**config.mk**
```make
export PLATFORM = sky130hd
export DESIGN_NAME = uart_word_sender
export DESIGN_NICKNAME = d
export VERILOG_FILES = /design/src/rtl/uart_word_sender.sv
export SDC_FILE = /design/constraint.sdc
export NUM_CORES = 1
export LEC_CHECK = 0
export BUFFER_PORTS_ARGS = -buffer_cell sky130_fd_sc_hd__buf_2
export CAP_MARGIN = 20
export CORE_ASPECT_RATIO = 1.2
export CORE_MARGIN = 5
export CORE_UTILIZATION = 53
export DETAILED_ROUTE_END_ITERATION = 6
export PLACE_DENSITY = 0.8
export REMOVE_ABC_BUFFERS = 1
export SETUP_SLACK_MARGIN = 0.5
export SLEW_MARGIN = 0
export SYNTH_ARGS = -nofsm -noshare
export SYNTH_HDL_FRONTEND = slang
export SYNTH_SLANG_ARGS = --single-unit
```
**constraint.sdc**
```tcl
create_clock -name clk_100MHz -period 2.4 [get_ports clk_100MHz]
set_input_delay 0.36 -clock clk_100MHz [delete_from_list [all_inputs] [get_ports clk_100MHz]]
set_output_delay 0.36 -clock clk_100MHz [all_outputs]
set_load 0.005 [all_outputs]
```
**src/rtl/uart_word_sender.sv**
```systemverilog
// uart_word_sender
//
// Streams a block of 16-bit words from a synchronous-read word memory
// (IRAM or a monitor buffer) into the UART TX FIFO write port. It is used to
// dump program memory or monitored registers back to the host terminal.
//
// Each word is sent either as two raw bytes (MSB byte first) or, with
// HEX_ASCII=1, as four uppercase ASCII hex characters (MS nibble first)
// followed by CR and LF.
//
// Parameters:
//   WIDTH      word width; fixed at 16 (two bytes per word)
//   ADDR_BITS  memory address width
//   HEX_ASCII  0 = raw bytes, 1 = ASCII hex + CR/LF
//
// Ports:
//   clk_100MHz  system clock
//   rst         synchronous active-high reset; aborts any transfer at once
//   start       one-cycle start request, honoured only while idle
//   base_addr   first word address, latched on an accepted start
//   len         number of words, latched on an accepted start (0 allowed)
//   rd_en       memory read strobe
//   rd_addr     memory read address
//   rd_data     memory read data, valid one cycle after rd_en
//   tx_full     UART TX FIFO full
//   wr_uart     FIFO write strobe, one byte per high cycle
//   w_data      byte presented to the FIFO
//   busy        transfer in progress
//   done        one-cycle completion pulse
//   words_sent  words fully pushed in the current or last transfer

module uart_word_sender #(
  parameter int WIDTH     = 16,
  parameter int ADDR_BITS = 8,
  parameter int HEX_ASCII = 0
) (
  input  logic                 clk_100MHz,
  input  logic                 rst,
  input  logic                 start,
  input  logic [ADDR_BITS-1:0] base_addr,
  input  logic [ADDR_BITS:0]   len,
  output logic                 rd_en,
  output logic [ADDR_BITS-1:0] rd_addr,
  input  logic [WIDTH-1:0]     rd_data,
  input  logic                 tx_full,
  output logic                 wr_uart,
  output logic [7:0]           w_data,
  output logic                 busy,
  output logic                 done,
  output logic [ADDR_BITS:0]   words_sent
);

  typedef enum logic [2:0] {
    IDLE = 3'd0,
    READ = 3'd1,
    WAIT = 3'd2,
    SEND = 3'd3,
    NEXT = 3'd4,
    FIN  = 3'd5
  } state_t;

  // Index of the final byte of a word: 2 bytes raw, 6 bytes in hex mode.
  localparam logic [2:0]           LAST_IDX = (HEX_ASCII != 0) ? 3'd5 : 3'd1;
  localparam logic [ADDR_BITS-1:0] ADDR_ONE = {{(ADDR_BITS-1){1'b0}}, 1'b1};
  localparam logic [ADDR_BITS:0]   CNT_ONE  = {{ADDR_BITS{1'b0}}, 1'b1};
  localparam logic [ADDR_BITS:0]   CNT_ZERO = '0;

  state_t               state;
  state_t               state_nxt;
  logic [WIDTH-1:0]     word_q;
  logic [2:0]           byte_idx;
  logic [ADDR_BITS-1:0] addr_cnt;
  logic [ADDR_BITS:0]   remaining;

  // Nibble to uppercase ASCII hex: 0-9 -> '0'..'9', A-F -> 'A'..'F'.
  function automatic logic [7:0] hex_char(input logic [3:0] n);
    logic [7:0] c;
    if (n < 4'd10) c = 8'h30 + {4'd0, n};
    else           c = 8'h37 + {4'd0, n};
    return c;
  endfunction

  // Byte number idx of the serialised form of word w.
  function automatic logic [7:0] sel_byte(input logic [WIDTH-1:0] w,
                                          input logic [2:0]       idx);
    logic [7:0] b;
    b = 8'h00;
    if (HEX_ASCII != 0) begin
      case (idx)
        3'd0:    b = hex_char(w[15:12]);
        3'd1:    b = hex_char(w[11:8]);
        3'd2:    b = hex_char(w[7:4]);
        3'd3:    b = hex_char(w[3:0]);
        3'd4:    b = 8'h0D;
        3'd5:    b = 8'h0A;
        default: b = 8'h00;
      endcase
    end else begin
      case (idx)
        3'd0:    b = w[15:8];
        3'd1:    b = w[7:0];
        default: b = 8'h00;
      endcase
    end
    return b;
  endfunction

  // State register
  always_ff @(posedge clk_100MHz) begin
    if (rst) state <= IDLE;
    else     state <= state_nxt;
  end

  // Next state and strobes. wr_uart is combinational so a full FIFO
  // suppresses the write in the very cycle it is reported.
  always_comb begin
    state_nxt = state;
    rd_en     = 1'b0;
    wr_uart   = 1'b0;
    busy      = 1'b1;
    done      = 1'b0;
    rd_addr   = addr_cnt;
    case (state)
      IDLE: begin
        busy = 1'b0;
        if (start) state_nxt = (len == CNT_ZERO) ? FIN : READ;
      end
      READ: begin
        rd_en     = 1'b1;
        state_nxt = WAIT;
      end
      WAIT: state_nxt = SEND;
      SEND: begin
        wr_uart = ~tx_full;
        if (!tx_full && byte_idx == LAST_IDX) state_nxt = NEXT;
      end
      NEXT: state_nxt = (remaining == CNT_ONE) ? FIN : READ;
      FIN: begin
        done      = 1'b1;
        state_nxt = IDLE;
      end
      default: state_nxt = IDLE;
    endcase
  end

  // Datapath: address/length counters, word capture and byte serialiser.
  // w_data is registered one step ahead of the write so it is stable for
  // the whole SEND cycle and back-to-back bytes need no gap.
  always_ff @(posedge clk_100MHz) begin
    if (rst) begin
      word_q     <= '0;
      byte_idx   <= 3'd0;
      addr_cnt   <= '0;
      remaining  <= '0;
      w_data     <= 8'h00;
      words_sent <= '0;
    end else begin
      case (state)
        IDLE: begin
          if (start) begin
            addr_cnt   <= base_addr;
            remaining  <= len;
            words_sent <= '0;
          end
        end
        // --- read data returns: capture word, preload first byte ---
        WAIT: begin
          word_q   <= rd_data;
          byte_idx <= 3'd0;
          w_data   <= sel_byte(rd_data, 3'd0);
        end
        // --- byte stream: advance only on an accepted write ---
        SEND: begin
          if (wr_uart) begin
            byte_idx <= byte_idx + 3'd1;
            if (byte_idx != LAST_IDX) w_data <= sel_byte(word_q, byte_idx + 3'd1);
          end
        end
        // --- word retired: addresses wrap naturally modulo 2^ADDR_BITS ---
        NEXT: begin
          words_sent <= words_sent + CNT_ONE;
          remaining  <= remaining - CNT_ONE;
          addr_cnt   <= addr_cnt + ADDR_ONE;
        end
        default: ;
      endcase
    end
  end

endmodule

```
==> results by group, run 1 <==
Yosys
  • Synthesized cell area: 2820 um2
  • YS warnings: 0
  • Post-Synthesis Cells: 355
  • Post-synth EDFFs: 0
  • Distinct cells, synth: 51
  • Synth area leader: dfxtp_1
  • Asr flop ratio synth: 0%
  • Yosys top cell area share: 39.8%
  • #FFs+latches synth: 56
  • Area contributors post-synth: dfxtp_1 40%, a21oi_1 8.5%, nand2_1 7.2%
  • Synth cell count leaders: 56 x dfxtp_1, 54 x nand2_1, 48 x a21oi_1, 25 x nor2_1
  • Sequential share of the synthesized area: 39.8%
  • Most frequent cell after synthesis: dfxtp_1
  • Syn_area_per_cell: 7.94 um2
  • Synth Flop Type: dfxtp_1

Placed design
  • Placed inst area: approximately 3200 um2
  • Final HPWL DP: 5000 um
  • DP Worst Slack: approximately 0.45 ns
  • Placer congestion estimate: 0.885
  • Port bufs: 65

Setup path
  • Crit path DAT: 1.42 ns
  • CP max FO: 17
  • CP max stage delay: 0.32 ns
  • Startpoint Class: register
  • Slowest stage cell, crit path: dfxtp_1
  • Crit. Startpoint: state[2]
  • Critical path type: register to primary output
  • Critical path, cell by cell: buf_4, nand3b_1, nor2_2, buf_2
  • Worst r2r src: state[0]
  • CP required: 2.04 ns
  • Worst Setup End Kind: primary output
  • Reg2Reg Depth: 4

Power
  • Worst vdd ir: 0.000474 V
  • Power Total: 0.00193 W
  • Lkg Pwr: ~1.3 nW
  • Power Density: 582 nW/um2

Run
  • Total of max-cap violations: 0

Floorplanning
  • # IOs: between 60 and 70
  • Initial Utilization: between 50% and 60%
  • CORE AREA: 5230 um2
  • Die footprint: approximately 6900 um2
  • Die height: about 90 um
  • Num rows: 29
  • Die W: 76.6 um

Finish
  • Final nets: 458
  • Design area: between 3000 and 4000 um2
  • Fill count: between 400 and 500
  • Final Util: 63.4%
  • Ant diodes: 0
  • Area delta synth->final: 17.4%
  • Share of cells above drive strength 1: 23.2%

Timing
  • Maximum clock frequency: about 560 MHz
  • Final worst-path cycle share: 74.2%
  • Post-route minimum period: 1.78 ns
  • Final worst setup slack: between 0.6 and 0.7 ns
  • Setup violators final: 0
  • Fin. max-slew vios: 0
  • Max-slew headroom: 58.5%
  • RSZ-0062 raised after global routing: false
  • Final Hold Fails: 0
  • Clk_skew: 0.00590 ns
  • Post-route setup TNS: 0 ns
  • Tightest Pin Transition: roughly 0.62 ns

Detailed routing
  • Residual DRC count: 0
  • Iter 0 DRT Violations: 213
  • Via count: 2830
  • WL/cell: roughly 15 um
  • Average via count per standard cell: 5.95
  • Drt total wl: 7120 um
  • Detailed Routing Iterations Pass 1: 4
  • DRT antenna net count: 0

CTS
  • Clock sinks: 56
  • CTS tree: built
  • Post-CTS Hold Buffers: 0
  • Clock Path Buffers: 2
  • CTS buffer count: 5
  • CTS root buf: clkbuf_8
  • Post-CTS Repair Setup Buffers: 0
  • H-tree depth: 2
  • Clock latency at the later pin of the worst-skew pair: 0.32 ns
  • CTS clk-pin slew, worst paths: around 0.11 ns

Status
  • Status: finished clean

GRT
  • Largest net degree at the start of global routing: 33
  • Initial antenna violation count: 0
  • GRT Total Usage: 20.7%
  • Vias in the first global route: 2732
  • Global-route wire length before repair: 12100 um
  • Grt total ovfl: 0

Min path
  • HP Start: rd_data[0]
  • Worst hold path depth: 3
  • Hold Crit Class: primary input to register
critical path: cells and delay by family, from the launching register on:
family | cells | cell delay [ns]
buffers and inverters | 2 | 0.35
flip-flops | 1 | 0.32
AND/OR/NAND/NOR | 2 | 0.43
where the power goes:
part | switching, W | leakage, nW | internal [W]
Combinational | 0.000195 | 0.778 | 0.000147
Sequential | 0.0000501 | 0.457 | 0.000985
Clock | 0.000335 | 0.0463 | 0.000215
metal layers:
| layer | up-vias | global-route usage (%) | wire length (um) |
|---|---|---|---|
| met5 | - | 0 | 0 |
| met1 | 1295 | 25.2 | 2910 |
| met3 | 18 | 5.20 | 592 |
| met4 | 0 | 8.02 | 180 |
| li1 | 1398 | - | - |
| met2 | 119 | 34.7 | 3430 |
layout make-up:
type | instances | area [um2] | area share (%)
multi-input combinational | 265 | 1570 | 47.4
sequential | 56 | 1120 | 33.9
timing repair buffer | 77 | 415 | 12.5
tap | 62 | 77.6 | 2.34
clock buffer | 5 | 68.8 | 2.08
inverter | 8 | 30.0 | 0.907
clock inverter | 3 | 27.5 | 0.831
repair_timing:
item	in CTS	in global routing
endpoints found under the setup margin	6	8
gates resized for setup	1	2
pin swaps	0	0
hold endpoints to repair	0	0
cells in the final DEF, fill, tap and decap left out, drive strengths merged, types with 3 or more instances in the layout:
master	synthesis	layout
nand2	54	54
nand2b	3	3
nor2b	3	3
nor2	25	25
or3	6	6
nor3	14	14
xor2	3	3
nor4	4	4
nor3b	4	4
o21ai	10	10
ha	8	8
dfxtp	56	56
a31oi	5	5
a22oi	14	14
clkbuf	14	5
inv	8	9
nand3	11	11
a2bb2oi	3	3
a21oi	48	48
a211oi	10	10
nand4	5	5
mux2	5	5
buf	12	77
through the flow:
stage	hold WS, ns	std cells
finish	0.264	476
global route	0.264	476
CTS	0.259	476
detailed placement	0.447	468
global placement	0.442	468
floorplan	0.429	329
state kept, by name, indices dropped and copies added (netlist names):
name,flops
rd_addr,8
w_data,8
remaining,9
state,3
words_sent,9
byte_idx,3
word_q,16
cell families after synthesis:
group / share of synthesized area, %
xor gates and xnor gates: 1.24
and+or+nand+nor: 25.1
muxes: 2.00
AOI/OAI and AO/OA: 23.4
adders and majority gates: 3.55
DFF: 39.8
buffers and inverters: 4.97
worst paths after layout:
check	end	slack [ns]
worst min-delay path	word_q[0]	0.26
worst max-delay path	wr_uart	0.62
worst min register to register	word_q[15]	0.46
worst max register to register	words_sent[7]	0.65
Note: power is estimated with default switching activity, not from simulation.
==> run 2: changes to the inputs <==
--- a/config.mk
+++ b/config.mk
@@ -9,9 +9,9 @@
 export CAP_MARGIN = 20
 export CORE_ASPECT_RATIO = 1.2
 export CORE_MARGIN = 5
-export CORE_UTILIZATION = 53
+export CORE_UTILIZATION = 48
 export DETAILED_ROUTE_END_ITERATION = 6
-export PLACE_DENSITY = 0.8
+export PLACE_DENSITY = 0.76
 export REMOVE_ABC_BUFFERS = 1
 export SETUP_SLACK_MARGIN = 0.5
 export SLEW_MARGIN = 0
==> constraint.sdc (replaced) <==
create_clock -name clk_100MHz -period 1.6 [get_ports clk_100MHz]
set_input_delay 0.24 -clock clk_100MHz [delete_from_list [all_inputs] [get_ports clk_100MHz]]
set_output_delay 0.24 -clock clk_100MHz [all_outputs]
set_load 0.005 [all_outputs]
==> run 2 against run 1 <==
Against the previous run: clock skew is 0.0015 ns higher; first-iteration DRC count down 7.5%; critical path depth increased by 2; design area up 37%; the flow now finishes with violations (setup timing); count of clock-buffer cells in the layout did not move; combinational power rose to 2.6 times the previous value; die area up 9.1%; hold slack worse by 0.12 ns; via count is 17% higher; sequential cell count unchanged; core utilization rose by 17 points; largest cell class unchanged; total power increased by 70%.
==> results by group, run 2 (synthesized netlist as in run 1, its figures left out) <==
Setup path
  • Critical path, cell by cell: or3b_4, buf_6, buf_6, a31oi_4, o21ai_1, a21oi_1
  • Worst r2r src: state[2]
  • CP max FO: 8
  • Setup slack, reg-to-reg: -0.007 ns
  • Startpoint Class: register
  • Worst Setup End Kind: register
  • CP max stage delay: 0.44 ns
  • Slowest stage cell, crit path: or3b_4
  • Crit path DAT: 1.85 ns
  • Critical path capture point: remaining[6]
  • CP required: 1.84 ns
  • Critical path type: register to register
  • RR Endpoint: remaining[6]
  • Crit. Startpoint: state[2]
  • Reg2Reg Depth: 6
  • Critical Path Most Common Cell: buf_6

Detailed routing
  • WL/cell: 18.9 um
  • DRT antenna net count: 0
  • Drt total wl: 10200 um
  • Iter 0 DRT Violations: between 150 and 200
  • Residual DRC count: 0
  • Via count: 3299
  • Detailed Routing Iterations Pass 1: 5
  • Average via count per standard cell: roughly 6.1

Timing
  • Post-route minimum period: 1.61 ns
  • Setup violators final: 3
  • Clk_skew: 0.00737 ns
  • Fin. max-slew vios: 0
  • Tightest Pin Transition: 0.646 ns
  • Maximum clock frequency: 622 MHz
  • Final Hold Fails: 0
  • Post-route setup TNS: -0.0142 ns
  • Max-slew headroom: 56.8%
  • Final worst-path cycle share: 100%
  • RSZ-0062 raised after global routing: true
  • Final worst setup slack: -0.00699 ns

CTS
  • Clock latency at the later pin of the worst-skew pair: 0.32 ns
  • Clock sinks: 56
  • CTS root buf: clkbuf_8
  • Clock Path Buffers: 2
  • Post-CTS Hold Buffers: 0
  • H-tree depth: 2
  • CTS tree: built
  • CTS clk-pin slew, worst paths: 0.11 ns
  • CTS buffer count: 5

Status
  • Failing checks: setup timing
  • Status: finished with violations

Floorplanning
  • CORE AREA: 5670 um2
  • Die W: between 70 and 80 um
  • Initial Utilization: about half
  • # IOs: 66
  • Num rows: 30
  • Die footprint: 7510 um2
  • Die height: 94.0 um

Power
  • Lkg Pwr: 1.75 nW
  • Power Total: 0.00327 W
  • Power Density: 719 nW/um2
  • Worst vdd ir: 0.000700 V

Placed design
  • Placer congestion estimate: 0.838
  • Port bufs: 65
  • Final HPWL DP: 5530 um

Finish
  • Final nets: 505
  • Register Area: ~1200 um2
  • Multi-input gate area: approximately 2200 um2
  • Ant diodes: 0
  • Top reg by flops: word_q
  • Area delta synth->final: 61.5%
  • Commonest cells after routing, fill and taps aside: 61 x buf_2, 53 x nand2_1, 35 x a21oi_1
  • Max FFs per register: 16
  • Fill count: 351
  • Most common cell after layout, fill and taps aside: buf_2
  • Share of cells above drive strength 1: 55.1%
  • Top Registers: word_q: 16 flops, remaining: 9 flops, words_sent: 9 flops

Min path
  • Hold Crit Class: primary input to register

GRT
  • Vias in the first global route: slightly above 3000
  • GRT Total Usage: 24.3%
  • Grt total ovfl: 0
  • Initial antenna violation count: 0
  • Global-route wire length before repair: about 15000 um
  • Largest net degree at the start of global routing: 27

Run
  • Total of max-cap violations: 0
[run 2: per-stage QoR]
stage	hold WS [ns]	instances	area [um2]	setup slack, ns	util, %
floorplan	0.309	329	2710	-0.560	-
global placement	0.442	501	3360	-0.0433	59.2
detailed placement	0.451	501	3360	-0.0534	59.2
CTS	0.143	531	4080	0.0499	71.9
global route	0.146	541	4550	-0.0686	80.3
finish	0.145	541	4550	-0.00699	80.3
[run 2: per-layer routing]
metal	track usage, %	vias to the layer above	wire, um
met4	9.30	0	409
met1	27.1	1609	3690
met5	0	-	0
met2	44.3	155	5460
li1	-	1498	-
met3	5.37	37	662
[run 2: worst min-delay path by stage]
stage                           from          end  slack [ns]  cells after the start
after global placement    word_q[10]   word_q[10]        0.44                      2
after detailed placement  word_q[14]   word_q[14]        0.45                      2
after CTS                 rd_data[7]    word_q[7]        0.14                      3
after floorplan                  rst  byte_idx[0]        0.31                      1
after global routing      rd_data[5]    word_q[5]        0.15                      3
final                     rd_data[1]    word_q[1]        0.14                      3
[run 2: where the power goes]
group / switching, W / internal, W
clock: 0.000497 / 0.000315
sequential: 0.0000863 / 0.00148
combinational: 0.000476 / 0.000420
[run 2: repair_timing]
action	4_1_cts	5_1_grt
pin swaps	57	29
gates resized for setup	124	90
hold endpoints to repair	0	0
gates cloned	2	1
buffers inserted	20	9
endpoints found under the setup margin	69	72
[run 2: layout make-up]
cell class                 count  area share (%)
clock buffer                   5            1.51
clock inverter                 3           0.495
inverter                       8           0.715
multi-input combinational    265            48.0
sequential                    56            25.6
tap                           80            2.20
timing repair buffer         124            21.5
[run 2: worst max-delay path: cells and delay by family (launching register included)]
family,cells,cell delay (ns)
and+or+nand+nor,1,0.44
AOI/OAI and AO/OA,3,0.42
DFF,1,0.38
buffers and inverters,2,0.30
==> run 3: changes to the inputs <==
--- a/config.mk
+++ b/config.mk
@@ -5,13 +5,14 @@
 export SDC_FILE = /design/constraint.sdc
 export NUM_CORES = 1
 export LEC_CHECK = 0
+export ABC_AREA = 1
 export BUFFER_PORTS_ARGS = -buffer_cell sky130_fd_sc_hd__buf_2
 export CAP_MARGIN = 20
 export CORE_ASPECT_RATIO = 1.2
 export CORE_MARGIN = 5
-export CORE_UTILIZATION = 48
+export CORE_UTILIZATION = 40
 export DETAILED_ROUTE_END_ITERATION = 6
-export PLACE_DENSITY = 0.76
+export PLACE_DENSITY = 0.65
 export REMOVE_ABC_BUFFERS = 1
 export SETUP_SLACK_MARGIN = 0.5
 export SLEW_MARGIN = 0
==> run 3 against run 2 <==
Against the previous run: the flow now finishes without violations; synthesized cell count is 28% higher; synthesized area up 6.1%; design area is 1.7% lower; count of clock-buffer cells in the layout unchanged; core utilization fell by 19 points; hold slack improved by 0.022 ns; die area grew 24%; sequential share of layout area rose by 0.72 points; largest cell class unchanged.
==> results by group, run 3 <==
Yosys
  • Area contributors post-synth: dfxtp_1 37%, nand2_1 16%, a21oi_1 8.9%
  • Synth Flop Type: dfxtp_1
  • Synth cell count leaders: 131 x nand2_1, 56 x dfxtp_1, 53 x a21oi_1, 50 x inv_1, 46 x nand3_1
  • Synthesized cell area: roughly 3000 um2
  • Most frequent cell after synthesis: nand2_1
  • Post-synth EDFFs: 0
  • Asr flop ratio synth: 0%
  • Yosys top cell area share: 37.5%
  • Distinct cells, synth: 32
  • Synth area leader: dfxtp_1
  • Syn_area_per_cell: ~6.6 um2
  • #FFs+latches synth: 56
  • YS warnings: 0
  • Post-Synthesis Cells: 456
  • Sequential share of the synthesized area: a little under two fifths

Timing
  • RSZ-0062 raised after global routing: true
  • Final worst-path cycle share: about 87%
  • Maximum clock frequency: 716 MHz
  • Tightest Pin Transition: roughly 0.45 ns
  • Clk_skew: 0.0104 ns
  • Fin. max-slew vios: 0
  • Post-route setup TNS: 0 ns
  • Max-slew headroom: a little over two thirds
  • Final hold slack: approximately 0.17 ns
  • Post-route minimum period: 1.40 ns
  • Setup violators final: 0
  • Final Hold Fails: 0

GRT
  • Initial antenna violation count: 0
  • Grt total ovfl: 0
  • Largest net degree at the start of global routing: 39
  • GRT Total Usage: 19.3%
  • Global-route wire length before repair: 14500 um
  • Vias in the first global route: 3134

Power
  • Clock network power share: 18.5%
  • Internal power: 0.00274 W
  • P_sw: 0.00158 W
  • Power Density: 966 nW/um2
  • Switching Share: 36.6%
  • Reg power frac: 39.9%
  • Combinational fraction of design power: a little over two fifths
  • Lkg Pwr: 1.98 nW
  • Worst vdd ir: 0.000685 V

Finish
  • Most common cell after layout, fill and taps aside: nand2_1
  • Ant diodes: 0
  • Max FFs per register: 16
  • Top reg by flops: word_q
  • Commonest cells after routing, fill and taps aside: 118 x nand2_1, 59 x buf_2, 43 x a21oi_1
  • Share of cells above drive strength 1: between 40% and 50%
  • Area delta synth->final: 49.6%
  • Top Registers: word_q: 16 flops, remaining: 9 flops, words_sent: 9 flops
  • Final nets: 613

Floorplanning
  • Die W: between 80 and 90 um
  • Initial Utilization: 41.1%
  • Die footprint: 9320 um2
  • CORE AREA: 7270 um2
  • # IOs: 66
  • Die height: 105 um
  • Num rows: 34

Run
  • Total of max-cap violations: 0

Setup path
  • Worst r2r src: state[1]
  • Crit. Startpoint: state[1]
  • Crit path DAT: 1.16 ns
  • Critical path type: register to primary output
  • CP max FO: 3
  • Critical path capture point: done
  • CP required: 1.36 ns
  • RR Endpoint: word_q[15]
  • Worst Setup End Kind: primary output
  • Reg2Reg Depth: 8
  • Startpoint Class: register
  • Setup slack, reg-to-reg: 0.22 ns

CTS
  • CTS tree: built
  • CTS clk-pin slew, worst paths: 0.10 ns
  • CTS buffer count: 5
  • Clock latency at the later pin of the worst-skew pair: 0.32 ns
  • Post-CTS Hold Buffers: 0
  • Clock Path Buffers: 2
  • CTS root buf: clkbuf_8
  • Clock sinks: 56
  • H-tree depth: 2

Min path
  • Hold Crit Class: primary input to register

Detailed routing
  • DRT antenna net count: 0
  • Iter 0 DRT Violations: 143
  • Via count: roughly 3300
  • Residual DRC count: 0
  • Drt total wl: 9440 um
  • Detailed Routing Iterations Pass 1: 5
  • Average via count per standard cell: just over 5
  • WL/cell: approximately 14 um

Status
  • Status: finished clean

Placed design
  • Port bufs: 65
  • Placer congestion estimate: 0.876
  • Final HPWL DP: 5480 um
[run 3: cell type report]
type	count	area, um2
Tap cell	90	113
Clock buffer	5	68.8
Sequential cell	56	1180
Timing Repair inverter	1	8.76
Clock inverter	3	18.8
Inverter	55	229
Timing Repair Buffer	120	981
Multi-Input combinational cell	329	1880
Fill cell	664	2800
[run 3: power groups by stage]
stage                     Clock, W  Combinational [W]  Sequential [W]
after detailed placement         0            0.00114         0.00172
after global placement           0            0.00112         0.00172
after CTS                 0.000818            0.00156         0.00172
after floorplan                  0           0.000725         0.00172
final                     0.000800            0.00180         0.00173
after global routing      0.000880            0.00197         0.00175
[run 3: critical path, stage by stage, from the launching register on]
cell and delay, ns:
dfxtp_4 0.39, buf_6 0.14, nor3_2 0.18, buf_2 0.14
[run 3: repair_timing]
action                                 CTS  global route
buffers inserted                        28             9
setup endpoints to repair               73            71
endpoints found under the hold margin    0             0
cloned                                   4             2
pin swaps                               15            18
gates resized for setup                106            59
[run 3: how the worst min path moves through the flow]
stage	slack [ns]	depth (start not counted)	endpoint	startpoint
3_3_place_gp	0.45	2	word_q[11]	word_q[11]
6_report	0.17	3	word_q[0]	rd_data[0]
4_1_cts	0.16	3	word_q[7]	rd_data[7]
2_1_floorplan	0.31	1	byte_idx[1]	rst
5_1_grt	0.16	3	word_q[2]	rd_data[2]
3_5_place_dp	0.46	2	word_q[10]	word_q[10]
[run 3: logic make-up (layout without fill, tap and decap cells)]
kind of cell	Yosys count	after routing	synth area share, %
compound gates	79	79	14.5
xor+xnor	3	3	0.878
fa+ha+maj	8	8	3.35
buf+inv	71	184	9.49
flops	56	56	37.5
simple gates	239	239	34.3
[run 3: metrics by stage]
step	power, W	cell area (um2)	worst slack (ns)	utilization [%]	cells
3_3_place_gp	0.00284	3450	0.174	47.5	608
2_1_floorplan	0.00244	2920	0.175	-	440
5_1_grt	0.00460	4480	0.126	61.5	659
4_1_cts	0.00409	4150	0.242	57.0	648
3_5_place_dp	0.00286	3450	0.164	47.5	608
6_report	0.00432	4480	0.203	61.5	659
[run 3: layer usage]
metal  vias up  wire length [um]  track usage (%)
met1      1524              3900             23.6
met3        15               494             3.94
met4         0               148             5.00
met5         -                 0                0
met2       104              4900             33.7
li1       1704                 -                -
